**src/rtl/minesweeper_pkg.sv**
```systemverilog
`default_nettype none
// ============================================================================
// Module      : minesweeper_pkg
// Description : Shared state codes and board constants for the 3x3 minesweeper
//               game controller.
// Revision    : 1.0 - initial release
// ============================================================================
package minesweeper_pkg;

  localparam int         BOARD_CELLS   = 9;
  localparam int         CELL_W        = 4;
  localparam int         BOARD_W       = 9;
  localparam logic [8:0] ALL_SAFE_MASK = 9'h1FF;

  typedef enum logic [3:0] {
    ST_IDLE     = 4'd0,
    ST_PLACE    = 4'd1,
    ST_WAITMOVE = 4'd2,
    ST_LOAD     = 4'd3,
    ST_DECODE   = 4'd4,
    ST_ALU      = 4'd5,
    ST_CHECK    = 4'd6,
    ST_GAMEOVER = 4'd7,
    ST_WIN      = 4'd8,
    ST_FAULT    = 4'd9
  } state_t;

  // States that wait on a unit's done and are guarded by the watchdog.
  function automatic logic is_wait_state(input state_t s);
    return (s == ST_PLACE) || (s == ST_DECODE) || (s == ST_ALU);
  endfunction

endpackage
`default_nettype wire

```
**src/rtl/minesweeper_sequencer_if.sv**
```systemverilog
`default_nettype none
// ============================================================================
// Module      : minesweeper_sequencer_if
// Description : User-request, datapath-handshake and status bundle of the
//               minesweeper game controller.
// Revision    : 1.0 - initial release
// ============================================================================
interface minesweeper_sequencer_if;
  import minesweeper_pkg::*;

  logic                in_place;
  logic                in_data_in;
  logic [CELL_W-1:0]   in_data;
  logic                in_place_done;
  logic                in_decode_done;
  logic                in_alu_done;
  logic                in_hit;
  logic [BOARD_W-1:0]  in_mines;
  logic [BOARD_W-1:0]  in_cleared;

  logic [3:0]          out_state_main;
  logic                out_place_start;
  logic                out_load;
  logic                out_decode;
  logic                out_alu;
  logic [CELL_W-1:0]   out_temp_data_in;
  logic [3:0]          out_move_count;
  logic                out_error;
  logic                out_gameover;
  logic                out_win;
  logic                out_fault;

  modport master (
    output in_place, in_data_in, in_data, in_place_done, in_decode_done,
           in_alu_done, in_hit, in_mines, in_cleared,
    input  out_state_main, out_place_start, out_load, out_decode, out_alu,
           out_temp_data_in, out_move_count, out_error, out_gameover,
           out_win, out_fault
  );

  modport slave (
    input  in_place, in_data_in, in_data, in_place_done, in_decode_done,
           in_alu_done, in_hit, in_mines, in_cleared,
    output out_state_main, out_place_start, out_load, out_decode, out_alu,
           out_temp_data_in, out_move_count, out_error, out_gameover,
           out_win, out_fault
  );

endinterface
`default_nettype wire

```
**src/rtl/seq_watchdog.sv**
```systemverilog
`default_nettype none
// ============================================================================
// Module      : seq_watchdog
// Description : Handshake watchdog; counts waiting cycles and flags expiry on
//               the last allowed cycle so the FSM can divert to FAULT.
// Revision    : 1.0 - initial release
// ============================================================================
module seq_watchdog #(
  parameter int TIMEOUT_CYCLES = 15
) (
  input  logic clk,
  input  logic rst,
  input  logic i_clear,
  input  logic i_enable,
  output logic o_expired
);

  logic [3:0] r_count;

  always_ff @(posedge clk or posedge rst) begin
    if (rst) begin
      r_count <= 4'd0;
    end else if (i_clear) begin
      r_count <= 4'd0;
    end else if (i_enable) begin
      r_count <= r_count + 4'd1;
    end
  end

  // Count is 0 on the entry cycle, so TIMEOUT_CYCLES-1 marks the last waiting cycle.
  assign o_expired = i_enable && (r_count == 4'(TIMEOUT_CYCLES - 1));

endmodule
`default_nettype wire

```
**src/rtl/minesweeper_sequencer.sv**
```systemverilog
`default_nettype none
// ============================================================================
// Module      : minesweeper_sequencer
// Description : Game controller sequencing placement, move load, decode and
//               ALU units; validates moves, counts them and resolves outcome.
// Revision    : 1.0 - initial release
// ============================================================================
module minesweeper_sequencer #(
  parameter int TIMEOUT_CYCLES = 15,
  parameter int BOARD_CELLS    = 9
) (
  input  logic                    in_clka,
  input  logic                    in_restart,
  minesweeper_sequencer_if.slave  bus
);
  import minesweeper_pkg::*;

  state_t      r_state, w_state_nxt;
  logic [3:0]  r_temp, w_temp_nxt;
  logic [3:0]  r_move_count, w_count_nxt;
  logic        r_hit, w_hit_nxt;
  logic        r_error, w_error_nxt;
  logic        r_place_start, r_load, r_decode, r_alu;
  logic        r_gameover, r_win, r_fault;
  logic        w_place_start_nxt, w_load_nxt, w_decode_nxt, w_alu_nxt;
  logic [15:0] w_cleared_ext;
  logic        w_legal;
  logic        w_wd_clear, w_wd_enable, w_wd_expired;

  assign w_cleared_ext = 16'(bus.in_cleared);
  assign w_legal       = (bus.in_data < 4'(BOARD_CELLS)) && !w_cleared_ext[bus.in_data];

  always_comb begin
    w_state_nxt = r_state;
    w_temp_nxt  = r_temp;
    w_count_nxt = r_move_count;
    w_hit_nxt   = r_hit;
    w_error_nxt = 1'b0;
    case (r_state)
      ST_IDLE: begin
        if (bus.in_place) w_state_nxt = ST_PLACE;
      end
      ST_PLACE: begin
        if (bus.in_place_done)  w_state_nxt = ST_WAITMOVE;
        else if (w_wd_expired)  w_state_nxt = ST_FAULT;
      end
      ST_WAITMOVE: begin
        if (bus.in_data_in) begin
          if (w_legal) begin
            w_temp_nxt  = bus.in_data;
            w_count_nxt = (r_move_count == 4'hF) ? r_move_count : r_move_count + 4'd1;
            w_state_nxt = ST_LOAD;
          end else begin
            w_error_nxt = 1'b1;
          end
        end
      end
      ST_LOAD: w_state_nxt = ST_DECODE;
      ST_DECODE: begin
        if (bus.in_decode_done) w_state_nxt = ST_ALU;
        else if (w_wd_expired)  w_state_nxt = ST_FAULT;
      end
      ST_ALU: begin
        if (bus.in_alu_done) begin
          w_hit_nxt   = bus.in_hit;
          w_state_nxt = ST_CHECK;
        end else if (w_wd_expired) begin
          w_state_nxt = ST_FAULT;
        end
      end
      ST_CHECK: begin
        if (r_hit)                                                  w_state_nxt = ST_GAMEOVER;
        else if ((bus.in_cleared | bus.in_mines) == ALL_SAFE_MASK)  w_state_nxt = ST_WIN;
        else                                                        w_state_nxt = ST_WAITMOVE;
      end
      ST_GAMEOVER, ST_WIN, ST_FAULT: w_state_nxt = r_state;
      default: w_state_nxt = ST_FAULT;
    endcase
  end

  // Strobes fire only on the edge that enters their state.
  assign w_place_start_nxt = (w_state_nxt == ST_PLACE)  && (r_state != ST_PLACE);
  assign w_decode_nxt      = (w_state_nxt == ST_DECODE) && (r_state != ST_DECODE);
  assign w_alu_nxt         = (w_state_nxt == ST_ALU)    && (r_state != ST_ALU);
  assign w_load_nxt        = (w_state_nxt == ST_LOAD);

  assign w_wd_enable = is_wait_state(r_state);
  assign w_wd_clear  = w_place_start_nxt || w_decode_nxt || w_alu_nxt;

  seq_watchdog #(
    .TIMEOUT_CYCLES (TIMEOUT_CYCLES)
  ) u_watchdog (
    .clk       (in_clka),
    .rst       (in_restart),
    .i_clear   (w_wd_clear),
    .i_enable  (w_wd_enable),
    .o_expired (w_wd_expired)
  );

  always_ff @(posedge in_clka or posedge in_restart) begin
    if (in_restart) begin
      r_state       <= ST_IDLE;
      r_temp        <= 4'd0;
      r_move_count  <= 4'd0;
      r_hit         <= 1'b0;
      r_error       <= 1'b0;
      r_place_start <= 1'b0;
      r_load        <= 1'b0;
      r_decode      <= 1'b0;
      r_alu         <= 1'b0;
      r_gameover    <= 1'b0;
      r_win         <= 1'b0;
      r_fault       <= 1'b0;
    end else begin
      r_state       <= w_state_nxt;
      r_temp        <= w_temp_nxt;
      r_move_count  <= w_count_nxt;
      r_hit         <= w_hit_nxt;
      r_error       <= w_error_nxt;
      r_place_start <= w_place_start_nxt;
      r_load        <= w_load_nxt;
      r_decode      <= w_decode_nxt;
      r_alu         <= w_alu_nxt;
      r_gameover    <= (w_state_nxt == ST_GAMEOVER);
      r_win         <= (w_state_nxt == ST_WIN);
      r_fault       <= (w_state_nxt == ST_FAULT);
    end
  end

  assign bus.out_state_main   = r_state;
  assign bus.out_place_start  = r_place_start;
  assign bus.out_load         = r_load;
  assign bus.out_decode       = r_decode;
  assign bus.out_alu          = r_alu;
  assign bus.out_temp_data_in = r_temp;
  assign bus.out_move_count   = r_move_count;
  assign bus.out_error        = r_error;
  assign bus.out_gameover     = r_gameover;
  assign bus.out_win          = r_win;
  assign bus.out_fault        = r_fault;

endmodule
`default_nettype wire

```
**src/flat_wrapper.sv**
```systemverilog
// flat-port wrapper written by rule: the top's interface ports become plain ports
module minesweeper_sequencer_flat import minesweeper_pkg::*;
#(
  parameter int TIMEOUT_CYCLES = 15,
  parameter int BOARD_CELLS    = 9
)
  (in_clka, in_restart, bus_in_place, bus_in_data_in, bus_in_data, bus_in_place_done, bus_in_decode_done, bus_in_alu_done, bus_in_hit, bus_in_mines, bus_in_cleared, bus_out_state_main, bus_out_place_start, bus_out_load, bus_out_decode, bus_out_alu, bus_out_temp_data_in, bus_out_move_count, bus_out_error, bus_out_gameover, bus_out_win, bus_out_fault);
  minesweeper_sequencer_if bus_i ();
  input  logic in_clka;
  input  logic in_restart;
  input wire logic [$bits(bus_i.in_place)-1:0] bus_in_place;
  input wire logic [$bits(bus_i.in_data_in)-1:0] bus_in_data_in;
  input wire logic [$bits(bus_i.in_data)-1:0] bus_in_data;
  input wire logic [$bits(bus_i.in_place_done)-1:0] bus_in_place_done;
  input wire logic [$bits(bus_i.in_decode_done)-1:0] bus_in_decode_done;
  input wire logic [$bits(bus_i.in_alu_done)-1:0] bus_in_alu_done;
  input wire logic [$bits(bus_i.in_hit)-1:0] bus_in_hit;
  input wire logic [$bits(bus_i.in_mines)-1:0] bus_in_mines;
  input wire logic [$bits(bus_i.in_cleared)-1:0] bus_in_cleared;
  output wire logic [$bits(bus_i.out_state_main)-1:0] bus_out_state_main;
  output wire logic [$bits(bus_i.out_place_start)-1:0] bus_out_place_start;
  output wire logic [$bits(bus_i.out_load)-1:0] bus_out_load;
  output wire logic [$bits(bus_i.out_decode)-1:0] bus_out_decode;
  output wire logic [$bits(bus_i.out_alu)-1:0] bus_out_alu;
  output wire logic [$bits(bus_i.out_temp_data_in)-1:0] bus_out_temp_data_in;
  output wire logic [$bits(bus_i.out_move_count)-1:0] bus_out_move_count;
  output wire logic [$bits(bus_i.out_error)-1:0] bus_out_error;
  output wire logic [$bits(bus_i.out_gameover)-1:0] bus_out_gameover;
  output wire logic [$bits(bus_i.out_win)-1:0] bus_out_win;
  output wire logic [$bits(bus_i.out_fault)-1:0] bus_out_fault;
  assign bus_i.in_place = bus_in_place;
  assign bus_i.in_data_in = bus_in_data_in;
  assign bus_i.in_data = bus_in_data;
  assign bus_i.in_place_done = bus_in_place_done;
  assign bus_i.in_decode_done = bus_in_decode_done;
  assign bus_i.in_alu_done = bus_in_alu_done;
  assign bus_i.in_hit = bus_in_hit;
  assign bus_i.in_mines = bus_in_mines;
  assign bus_i.in_cleared = bus_in_cleared;
  assign bus_out_state_main = bus_i.out_state_main;
  assign bus_out_place_start = bus_i.out_place_start;
  assign bus_out_load = bus_i.out_load;
  assign bus_out_decode = bus_i.out_decode;
  assign bus_out_alu = bus_i.out_alu;
  assign bus_out_temp_data_in = bus_i.out_temp_data_in;
  assign bus_out_move_count = bus_i.out_move_count;
  assign bus_out_error = bus_i.out_error;
  assign bus_out_gameover = bus_i.out_gameover;
  assign bus_out_win = bus_i.out_win;
  assign bus_out_fault = bus_i.out_fault;
  minesweeper_sequencer #(.TIMEOUT_CYCLES(TIMEOUT_CYCLES), .BOARD_CELLS(BOARD_CELLS)) u_core (.in_clka(in_clka), .in_restart(in_restart), .bus(bus_i));
endmodule
```
**config.mk**
```make
export PLATFORM = sky130hd
export DESIGN_NAME = minesweeper_sequencer_flat
export DESIGN_NICKNAME = d
export VERILOG_FILES = /design/src/rtl/minesweeper_pkg.sv /design/src/rtl/minesweeper_sequencer_if.sv /design/src/rtl/seq_watchdog.sv /design/src/rtl/minesweeper_sequencer.sv /design/src/flat_wrapper.sv
export SDC_FILE = /design/constraint.sdc
export NUM_CORES = 1
export LEC_CHECK = 0
export BUFFER_PORTS_ARGS = -buffer_cell sky130_fd_sc_hd__buf_2
export CORE_UTILIZATION = 29
export DETAILED_ROUTE_END_ITERATION = 6
export PLACE_DENSITY_LB_ADDON = 0.08
export RECOVER_POWER = 100
export SLEW_MARGIN = 15
export SYNTH_ARGS = -nofsm -noshare
export SYNTH_HDL_FRONTEND = slang
export SYNTH_SLANG_ARGS = --single-unit
export TNS_END_PERCENT = 10
```
**constraint.sdc**
```tcl
create_clock -name in_clka -period 3 [get_ports in_clka]
set_clock_uncertainty 0.1 [all_clocks]
set_input_delay 0.45 -clock in_clka [delete_from_list [all_inputs] [get_ports in_clka]]
set_output_delay 0.45 -clock in_clka [all_outputs]
set_load 0.01 [all_outputs]
```
==> results.py, run 1 <==
metrics = {
    "power": {
        "vdd_drop_max_mv": 0.3017,
        "power_density_nw_per_um2": 795.6,
        "cellLeakagePower_nw": 0.7616,
    },
    "setup_path": {
        "cp-start-kind": "input port",
        "r2r-start": "u_core.bus.out_state_main[1]",
        "rr_worst_depth": 6,
        "cp_cell_sequence": "buf_2, mux4_2, and2_4, a211oi_1, buf_4, nand2_1, mux2_1",
        "critPathTopFamily": "multiplexers",
        "slowest_stage": "mux4_2",
        "worst-setup-path-type": "input port to flip-flop",
        "r2r_end": "u_core.bus.out_move_count[1]",
        "crit_required_ps": 3060,
        "path_buf_inv": 2,
        "cp_max_fo": 9,
        "slowest_delay_ps": 510,
        "r2r_slack_ps": 760,
        "critPathCaptureType": "flip-flop",
        "arrival_ps": 2320,
    },
    "clock_tree": {
        "clk_pin_slew_worst_paths_ps": 90,
        "cts_hold_buf": 0,
        "cts-root-buf": "clkbuf_8",
        "cts_tree": "built",
        "cts_buffer_depth": 2,
        "post_cts_resized": 0,
        "htree_levels": 1,
        "cts.sinks": 25,
        "clkLatencyLatePin_ps": 270,
        "postCtsSetupRepairBufs": 0,
        "numCtsBuffers": 3,
    },
    "detailed_routing": {
        "drcViolationCount": 2,
        "via_count": 1172,
        "drt_iter0_markers": 22,
        "drtPass1Iterations": 7,
        "wl_um": 3322,
        "drtAntennaViolNets": 0,
        "avgRoutedWirePerCell_um": 14.26,
        "avgViaCountPerCell": 5.030,
    },
    "global_routing": {
        "antenna_found_initial": 0,
        "grt_overflow": 0,
        "track_usage_pct": 14.37,
        "grt_pass1_vias": 1201,
        "grt_pass1_wl_um": 5768,
        "grt_max_degree": 26,
    },
    "job": {
        "drv_cap": 0,
    },
    "logic_synthesis": {
        "synthArstFlopShare_pct": 100.0,
        "synth_cell_types": 41,
        "syn_area_per_cell_um2": 10.43,
        "syn_inst": 133,
        "synth_edf_count": 0,
        "yosysSeqAreaShare_pct": 45.09,
        "syn_nets": 166,
        "ys_top_cells_by_area": "dfrtp_1, mux2_2, nor2_1, nor2b_1, mux2i_1",
        "synthesis.area_um2": 1388,
        "synth_top_area_share_pct": 45.09,
        "ys_warn_count": 0,
        "synth_flop_cell": "dfrtp_1",
        "synth-seq-cells": 25,
        "yosysTopAreaCell": "dfrtp_1",
    },
    "placed_design": {
        "dp_cells": 229,
        "io_buffers": 49,
        "dp_hpwl_um": 2500,
        "place_area_um2": 1668,
        "pre_cts_ws_ps": 554.2,
        "gp_congestion": 0.8623,
    },
    "sta": {
        "worstMarginPinSlew_ps": 957.9,
        "holdWs_ps": 278.8,
        "fin_crit_sh_pct": 75.44,
        "hold_viol": 0,
        "rsz0062_at_grt": "false",
        "fin_ws_ps": 736.7,
        "finalCriticalPeriod_ps": 2263,
        "finalSetupTns_ps": 0,
        "relSlewSlack_pct": 36.07,
        "final_max_slew_viol_count": 0,
        "setup_viol_count_final": 0,
        "fmax_mhz": 441.8,
    },
    "floorplan": {
        "rows": 24,
        "start_util_pct": 31.01,
        "ios": 50,
        "die_area_um2": 5065,
        "coreArea_um2": 4474,
        "die_w_um": 71.17,
        "die_h_um": 71.17,
    },
    "cells_and_area": {
        "fin_nets": 215,
        "fin_area_um2": 1675,
        "antenna_cells": 0,
        "syn_to_final_growth_pct": 20.74,
        "seq_area_um2": 625.6,
        "drive_above_1_share_pct": 24.31,
        "stdcell_count": 233,
        "multi_input_area_um2": 685.7,
        "num-fill-cells": 471,
    },
    "status": {
        "status": "complete, but fails checks",
        "failed_checks": "DRC",
    },
    "min_path": {
        "min_path_type": "input port to asynchronous set/reset pin",
    },
}
## worst max-delay path by stage
stage,depth (start not counted),start,slack (ps),to
after floorplan,7,bus_in_data[0],850,u_core.bus.out_move_count[1]
after global placement,7,bus_in_data[0],610,u_core.bus.out_move_count[3]
after detailed placement,7,bus_in_data[0],550,u_core.bus.out_move_count[3]
after CTS,7,bus_in_data[0],850,u_core.bus.out_move_count[3]
after global routing,6,u_core.bus.out_state_main[1],530,u_core.bus.out_move_count[1]
final,7,bus_in_data[0],740,u_core.bus.out_move_count[1]
## synth_stat cells (3+ instances only)
cell type	number
a211oi_1	3
mux2_2	6
inv_1	6
clkbuf_1	4
o21ai_0	6
nor2_1	12
nor2b_1	7
nand2_1	4
ha_1	3
o22ai_1	4
and2_1	3
dfrtp_1	25
a31oi_1	3
nor4_1	3
mux2i_1	4
nand3_1	4
nor3_1	6
## cell type report
class	instances	area share [%]
tap	52	3.883
clock inverter	1	0.4481
timing repair buffer	50	13.59
inverter	6	1.344
sequential	25	37.34
clock buffer	3	2.465
multi-input combinational	96	40.93
## report_power, final
part	internal, mW	switching, mW	leakage (nW)
sequential	0.453	0.167	0.328
clock	0.0942	0.112	0.0217
combinational	0.233	0.273	0.412
## cells in the final DEF (no fill, tap or decap), types with 4 or more instances in the layout
master / Yosys / final
nor2b_1: 7 / 7
mux2_2: 6 / 6
a211oi_1: 3 / 4
dfrtp_1: 25 / 25
nand3_1: 4 / 4
nor2_1: 12 / 12
buf_2: 0 / 29
o22ai_1: 4 / 4
inv_1: 6 / 6
nand2_1: 4 / 5
nor3_1: 6 / 6
clkbuf_1: 4 / 20
mux2i_1: 4 / 4
o21ai_0: 6 / 6
## logic make-up after synthesis
group / synth area share [%]
buf+inv: 4.328
flops: 45.09
xor+xnor: 2.525
fa+ha+maj: 2.705
compound gates: 14.34
mux: 12.35
simple gates: 18.67
## through the flow
stage / total power [mW] / utilization [%]
6_report: 1.333 / 37.44
5_1_grt: 1.451 / 37.44
4_1_cts: 1.381 / 38.37
3_5_place_dp: 1.169 / 37.28
3_3_place_gp: 1.154 / 37.28
2_1_floorplan: 0.9638 / -
## flip-flops by register name, summed over array words and instances (netlist names), 4 cells and up
register / count
u_core.bus.out_move_count: 4
u_core.bus.out_state_main: 4
u_core.bus.out_temp_data_in: 4
u_core.u_watchdog.r_count: 4
## metal layers
metal	GRT usage, %	wire length [um]
met3	3.561	135
met5	0	0
met1	18.91	1544
met2	24.34	1628
met4	2.222	13
(Power assumes the default switching activity.)
==> inputs of run 2 (changes only) <==
--- a/config.mk
+++ b/config.mk
@@ -5,6 +5,7 @@
 export SDC_FILE = /design/constraint.sdc
 export NUM_CORES = 1
 export LEC_CHECK = 0
+export ABC_AREA = 1
 export BUFFER_PORTS_ARGS = -buffer_cell sky130_fd_sc_hd__buf_2
 export CORE_UTILIZATION = 29
 export DETAILED_ROUTE_END_ITERATION = 6
==> constraint.sdc (replaced) <==
create_clock -name in_clka -period 2.2 [get_ports in_clka]
set_clock_uncertainty 0.1 [all_clocks]
set_input_delay 0.33 -clock in_clka [delete_from_list [all_inputs] [get_ports in_clka]]
set_output_delay 0.33 -clock in_clka [all_outputs]
set_load 0.01 [all_outputs]
==> run 2 against run 1 <==
The flow now finishes without violations. Worst hold slack worse by 92 ps. First-iteration DRC count grew to 5.5 times the previous value. Clock-buffer cell count rose by 1. Power is 37% lower. Utilization is 1.1 points lower. Worst setup slack worse by 440 ps. Clock power is 34% higher. Final area increased by 11%. Combinational power is 81% lower. Final cell count increased by 40%. Non-clock buffer count unchanged. Highest routed layer unchanged.
==> results.py, run 2 <==
metrics = {
    "status": {
        "status": "finished clean",
    },
    "setup_path": {
        "critPathCaptureType": "flip-flop",
        "worst-setup-path-type": "flip-flop to flip-flop",
        "slowest_delay_ps": 540,
        "cp_cell_sequence": "inv_2, nor2_1, nand2_4, nor3_1, mux2_2",
        "arrival_ps": 1960,
        "critPathTopFamily": "simple AND/OR/NAND/NOR gates",
        "path_buf_inv": 1,
        "crit_required_ps": 2260,
        "cp-start-kind": "flip-flop",
        "slowest_stage": "dfrtp_1",
        "cp_max_fo": 8,
    },
    "detailed_routing": {
        "drt_iter0_markers": 120,
        "drtPass1Iterations": 4,
        "avgRoutedWirePerCell_um": 11.34,
        "avgViaCountPerCell": 4.407,
        "drtAntennaViolNets": 0,
        "drcViolationCount": 0,
        "via_count": 1441,
        "wl_um": 3707,
    },
    "sta": {
        "hold_viol": 0,
        "finalCriticalPeriod_ps": 1899,
        "relSlewSlack_pct": 6.648,
        "setup_viol_count_final": 0,
        "fin_crit_sh_pct": 86.30,
        "fmax_mhz": 526.7,
        "final_max_slew_viol_count": 0,
        "finalSetupTns_ps": 0,
        "rsz0062_at_grt": "false",
        "worstMarginPinSlew_ps": 1400,
    },
    "clock_tree": {
        "cts_tree": "built",
        "postCtsSetupRepairBufs": 0,
        "cts_buffer_depth": 2,
        "cts-root-buf": "clkbuf_8",
        "htree_levels": 1,
        "numCtsBuffers": 3,
        "clkLatencyLatePin_ps": 270,
        "cts.sinks": 25,
        "post_cts_resized": 0,
        "clk_pin_slew_worst_paths_ps": 90,
        "cts_hold_buf": 0,
    },
    "floorplan": {
        "die_w_um": 75.44,
        "ios": 50,
        "coreArea_um2": 5140,
        "rows": 26,
        "start_util_pct": 30.43,
        "die_area_um2": 5690,
        "die_h_um": 75.44,
    },
    "power": {
        "vdd_drop_max_mv": 0.2869,
        "power_density_nw_per_um2": 449.6,
        "cellLeakagePower_nw": 1.033,
    },
    "logic_synthesis": {
        "yosysTopAreaCell": "dfrtp_1",
        "syn_nets": 237,
        "synthMostInstantiatedCell": "nand2_1",
        "synth-seq-cells": 25,
        "ys_warn_count": 0,
        "synthesis.area_um2": 1564,
        "synth_cell_types": 30,
        "syn_area_per_cell_um2": 7.667,
        "synthArstFlopShare_pct": 100.0,
        "yosysSeqAreaShare_pct": 40.00,
        "ys_top_cells_by_area": "dfrtp_1, nand2_1, nand3_1, inv_1, nor2_1",
        "synth_flop_cell": "dfrtp_1",
        "syn_inst": 204,
        "synth_top_area_share_pct": 40.00,
        "synth_common_cells": "nand2_1, nand3_1, dfrtp_1",
        "synth_edf_count": 0,
    },
    "min_path": {
        "min_path_type": "input port to flip-flop",
    },
    "cells_and_area": {
        "layout_common_cells": "nand2_1, nand3_1, buf_2",
        "fin_area_um2": 1867,
        "layout_commonest_cell": "nand2_1",
        "syn_to_final_growth_pct": 19.36,
        "num-fill-cells": 587,
        "fin_nets": 291,
        "antenna_cells": 0,
        "drive_above_1_share_pct": 21.01,
    },
    "global_routing": {
        "grt_overflow": 0,
        "track_usage_pct": 14.63,
        "grt_pass1_vias": 1426,
        "grt_pass1_wl_um": 6368,
        "grt_max_degree": 26,
        "antenna_found_initial": 0,
    },
    "job": {
        "drv_cap": 0,
    },
    "placed_design": {
        "io_buffers": 49,
        "dp_hpwl_um": 2914,
        "place_area_um2": 1893,
        "gp_congestion": 0.8531,
    },
}
## run 2: path summary, 6_finish.rpt
kind | startpoint | endpoint | slack [ps] | cells past startpoint
max | u_core.bus.out_state_main[2] | u_core.r_hit | 300 | 5
min | bus_in_hit | u_core.r_hit | 190 | 2
max reg2reg | u_core.bus.out_state_main[2] | u_core.r_hit | 300 | 5
min reg2reg | u_core.bus.out_temp_data_in[0] | u_core.bus.out_temp_data_in[0] | 390 | 2
max in group asynchronous | in_restart | u_core.bus.out_state_main[0] | 760 | 3
min in group asynchronous | in_restart | u_core.bus.out_place_start | 410 | 3
## run 2: per-stage QoR
step	setup slack (ps)	total power [mW]	hold WS [ps]	utilization (%)	cells
2_1_floorplan	630.0	0.5289	257.3	-	204
3_3_place_gp	431.8	0.5784	307.3	36.83	323
3_5_place_dp	445.3	0.5776	311.4	36.83	323
4_1_cts	409.5	0.8608	9.952	37.71	327
5_1_grt	155.3	0.8856	190.6	36.32	327
6_report	301.4	0.8393	186.5	36.32	327
## run 2: report_power, final
part           leakage, nW  total [mW]  internal [mW]  switching (mW)
clock               0.0228       0.277          0.129           0.148
sequential           0.331       0.466          0.463         0.00243
combinational        0.679      0.0966         0.0394          0.0572
total                 1.03       0.839          0.632           0.207
## run 2: logic make-up (layout without fill, tap and decap cells)
| kind of cell | count (synthesis) | count (layout) | share of synthesized area (%) |
|---|---|---|---|
| compound gates | 15 | 15 | 6.480 |
| xor+xnor | 4 | 4 | 2.240 |
| fa+ha+maj | 3 | 3 | 2.400 |
| buf+inv | 31 | 84 | 7.920 |
| flops | 25 | 25 | 40.00 |
| mux | 1 | 1 | 0.7199 |
| simple gates | 125 | 125 | 40.24 |
## run 2: routing by layer
metal	track usage, %	wire [um]
met1	20.28	1863
met2	23.91	1627
met3	2.381	185
met4	3.498	31
met5	0	0
## run 2: cell type report
class / instances / area (um^2) / share of cell area, %
inverters: 30 / 112.6 / 6.032
clock buffers: 4 / 45.04 / 2.413
flip-flops and latches: 25 / 625.6 / 33.51
repair buffers: 50 / 224.0 / 12.00
well taps: 70 / 87.58 / 4.692
multi-input cells: 148 / 772.0 / 41.35
==> inputs of run 3 (changes only) <==
--- a/config.mk
+++ b/config.mk
@@ -5,7 +5,6 @@
 export SDC_FILE = /design/constraint.sdc
 export NUM_CORES = 1
 export LEC_CHECK = 0
-export ABC_AREA = 1
 export BUFFER_PORTS_ARGS = -buffer_cell sky130_fd_sc_hd__buf_2
 export CORE_UTILIZATION = 29
 export DETAILED_ROUTE_END_ITERATION = 6
==> run 3 against run 2 <==
The run now ends with DRC left. Routed wire length shrank 9.0%. Final cell count decreased by 26%. Critical path depth increased by 3. Clock power up 2%. Worst setup slack got worse by 62 ps. Critical endpoint is now u_core.bus.out_move_count[1]. Highest routed layer unchanged.
==> results.py, run 3 (synthesized netlist as in run 1, its figures left out) <==
metrics = {
    "setup_path": {
        "arrival_ps": 2030,
        "crit_end": "u_core.bus.out_move_count[1]",
        "worstSetupStartpoint": "bus_in_data[0]",
        "crit_required_ps": 2270,
        "r2r_slack_ps": 260,
        "rr_worst_depth": 6,
        "cp_max_fo": 9,
        "cp-start-kind": "input port",
        "critPathCaptureType": "flip-flop",
        "r2r_end": "u_core.bus.out_win",
        "r2r-start": "u_core.bus.out_state_main[3]",
        "worst-setup-path-type": "input port to flip-flop",
    },
    "sta": {
        "relSlewSlack_pct": 59.21,
        "hold_viol": 0,
        "rsz0062_at_grt": "false",
        "final_max_slew_viol_count": 0,
        "fmax_mhz": 510.1,
        "fin_crit_sh_pct": 89.11,
        "fin_ws_ps": 239.5,
        "finalSetupTns_ps": 0,
        "finalCriticalPeriod_ps": 1960,
        "holdWs_ps": 185.1,
        "setup_viol_count_final": 0,
        "worstMarginPinSlew_ps": 611.8,
    },
    "global_routing": {
        "grt_max_degree": 26,
        "grtUsageMet1_pct": 19.06,
        "grt_util_met2_pct": 24.97,
        "grt-busiest-layer": "met2",
        "track_usage_pct": 14.75,
        "grt_pass1_wl_um": 5851,
        "antenna_found_initial": 0,
        "grt_overflow": 0,
        "grt_pass1_vias": 1240,
        "grt_use_met3_pct": 3.561,
    },
    "placed_design": {
        "gp_congestion": 0.8702,
        "pre_cts_ws_ps": -35.01,
        "dp_hpwl_um": 2646,
        "io_buffers": 49,
    },
    "power": {
        "seq_power_share_pct": 41.1,
        "vdd_drop_max_mv": 0.5233,
        "p_sw_share_pct": 40.79,
        "intPower_mw": 1.114,
        "cellLeakagePower_nw": 0.8005,
        "power_mw": 1.882,
        "power_density_nw_per_um2": 1081,
        "switchingPower_uw": 767.6,
        "power_frac_clock_pct": 15.0,
        "combinationalPowerShare_pct": 43.9,
    },
    "cells_and_area": {
        "utilization_pct": 38.90,
        "seq_area_um2": 625.6,
        "fin_nets": 224,
        "multi_input_area_um2": 694.4,
        "layout_commonest_cell": "buf_2",
        "num-fill-cells": 466,
        "antenna_cells": 0,
        "drive_above_1_share_pct": 26.84,
        "layout_common_cells": "buf_2, dfrtp_1, clkbuf_1",
        "syn_to_final_growth_pct": 25.43,
    },
    "floorplan": {
        "die_area_um2": 5065,
        "coreArea_um2": 4474,
        "ios": 50,
        "rows": 24,
        "start_util_pct": 31.01,
        "die_w_um": 71.17,
        "die_h_um": 71.17,
    },
    "min_path": {
        "min_path_type": "input port to flip-flop",
    },
    "detailed_routing": {
        "avgRoutedWirePerCell_um": 13.95,
        "wl_um": 3375,
        "avgViaCountPerCell": 5.021,
        "drcViolationCount": 2,
        "drtAntennaViolNets": 0,
        "drt_iter0_markers": 58,
        "via_count": 1215,
        "drtPass1Iterations": 6,
    },
    "clock_tree": {
        "cts_buffer_depth": 2,
        "cts-root-buf": "clkbuf_8",
        "cts.sinks": 25,
        "numCtsBuffers": 3,
        "clk_pin_slew_worst_paths_ps": 90,
        "clkLatencyLatePin_ps": 270,
        "cts_tree": "built",
        "htree_levels": 1,
    },
    "job": {
        "drv_cap": 0,
    },
    "status": {
        "status": "complete, but fails checks",
        "failed_checks": "DRC",
    },
}
-- run 3: changes by cell type in the layout (fill, tap and decap cells not counted), sizes merged, moves of 5 or more --
cell,delta
inv,-23
nor2,-8
buf,+5
nor2b,+7
nand4,-5
nand2,-55
mux2,+6
nand3,-26
-- run 3: cell type report --
cell class                      count  share of cell area, %
Clock buffer                        3                  2.372
Clock inverter                      1                 0.4313
Inverter                            6                  1.294
Multi-Input combinational cell     96                  39.90
Sequential cell                    25                  35.95
Tap cell                           52                  3.738
Timing Repair Buffer               59                  16.32
-- run 3: through the flow --
stage                     instances  cell area [um^2]
final                           242              1740
after floorplan                 133              1388
after detailed placement        237              1728
after CTS                       242              1787
after global routing            242              1740
after global placement          237              1728
-- run 3: worst max-delay path: stages --
cell,delay [ps]
clkbuf_1,90
clkbuf_1,170
nor4_1,420
mux2i_1,150
a211oi_2,240
buf_4,210
nand2_1,110
mux2_4,310
-- run 3: routing by layer --
metal | wire length (um) | vias up
met5 | 0 | -
met2 | 1621 | 31
met3 | 151 | 4
met1 | 1573 | 579
met4 | 27 | 0
li1 | - | 601
-- run 3: timing repair --
item / in CTS / in global routing
hold buffers: 1 / 0
endpoints found under the hold margin: 25 / 0
gates resized for setup: 0 / 0
buffers inserted: 0 / 0
-- run 3: worst min path at each step --
stage | startpoint | endpoint | slack (ps) | cells past startpoint
3_3_place_gp | in_restart | u_core.bus.out_move_count[0] | 290 | 3
5_1_grt | bus_in_hit | u_core.r_hit | 180 | 2
6_report | bus_in_hit | u_core.r_hit | 190 | 2
3_5_place_dp | in_restart | u_core.u_watchdog.r_count[2] | 300 | 3
4_1_cts | bus_in_hit | u_core.r_hit | 180 | 2
2_1_floorplan | in_restart | u_core.bus.out_alu | 260 | 1
-- run 3: power groups by stage --
stage	clock (mW)	combinational, mW	sequential [mW]
4_1_cts	0.297	0.878	0.772
6_report	0.283	0.826	0.774
2_1_floorplan	0	0.509	0.806
5_1_grt	0.321	0.926	0.802
3_3_place_gp	0	0.865	0.776
3_5_place_dp	0	0.877	0.779
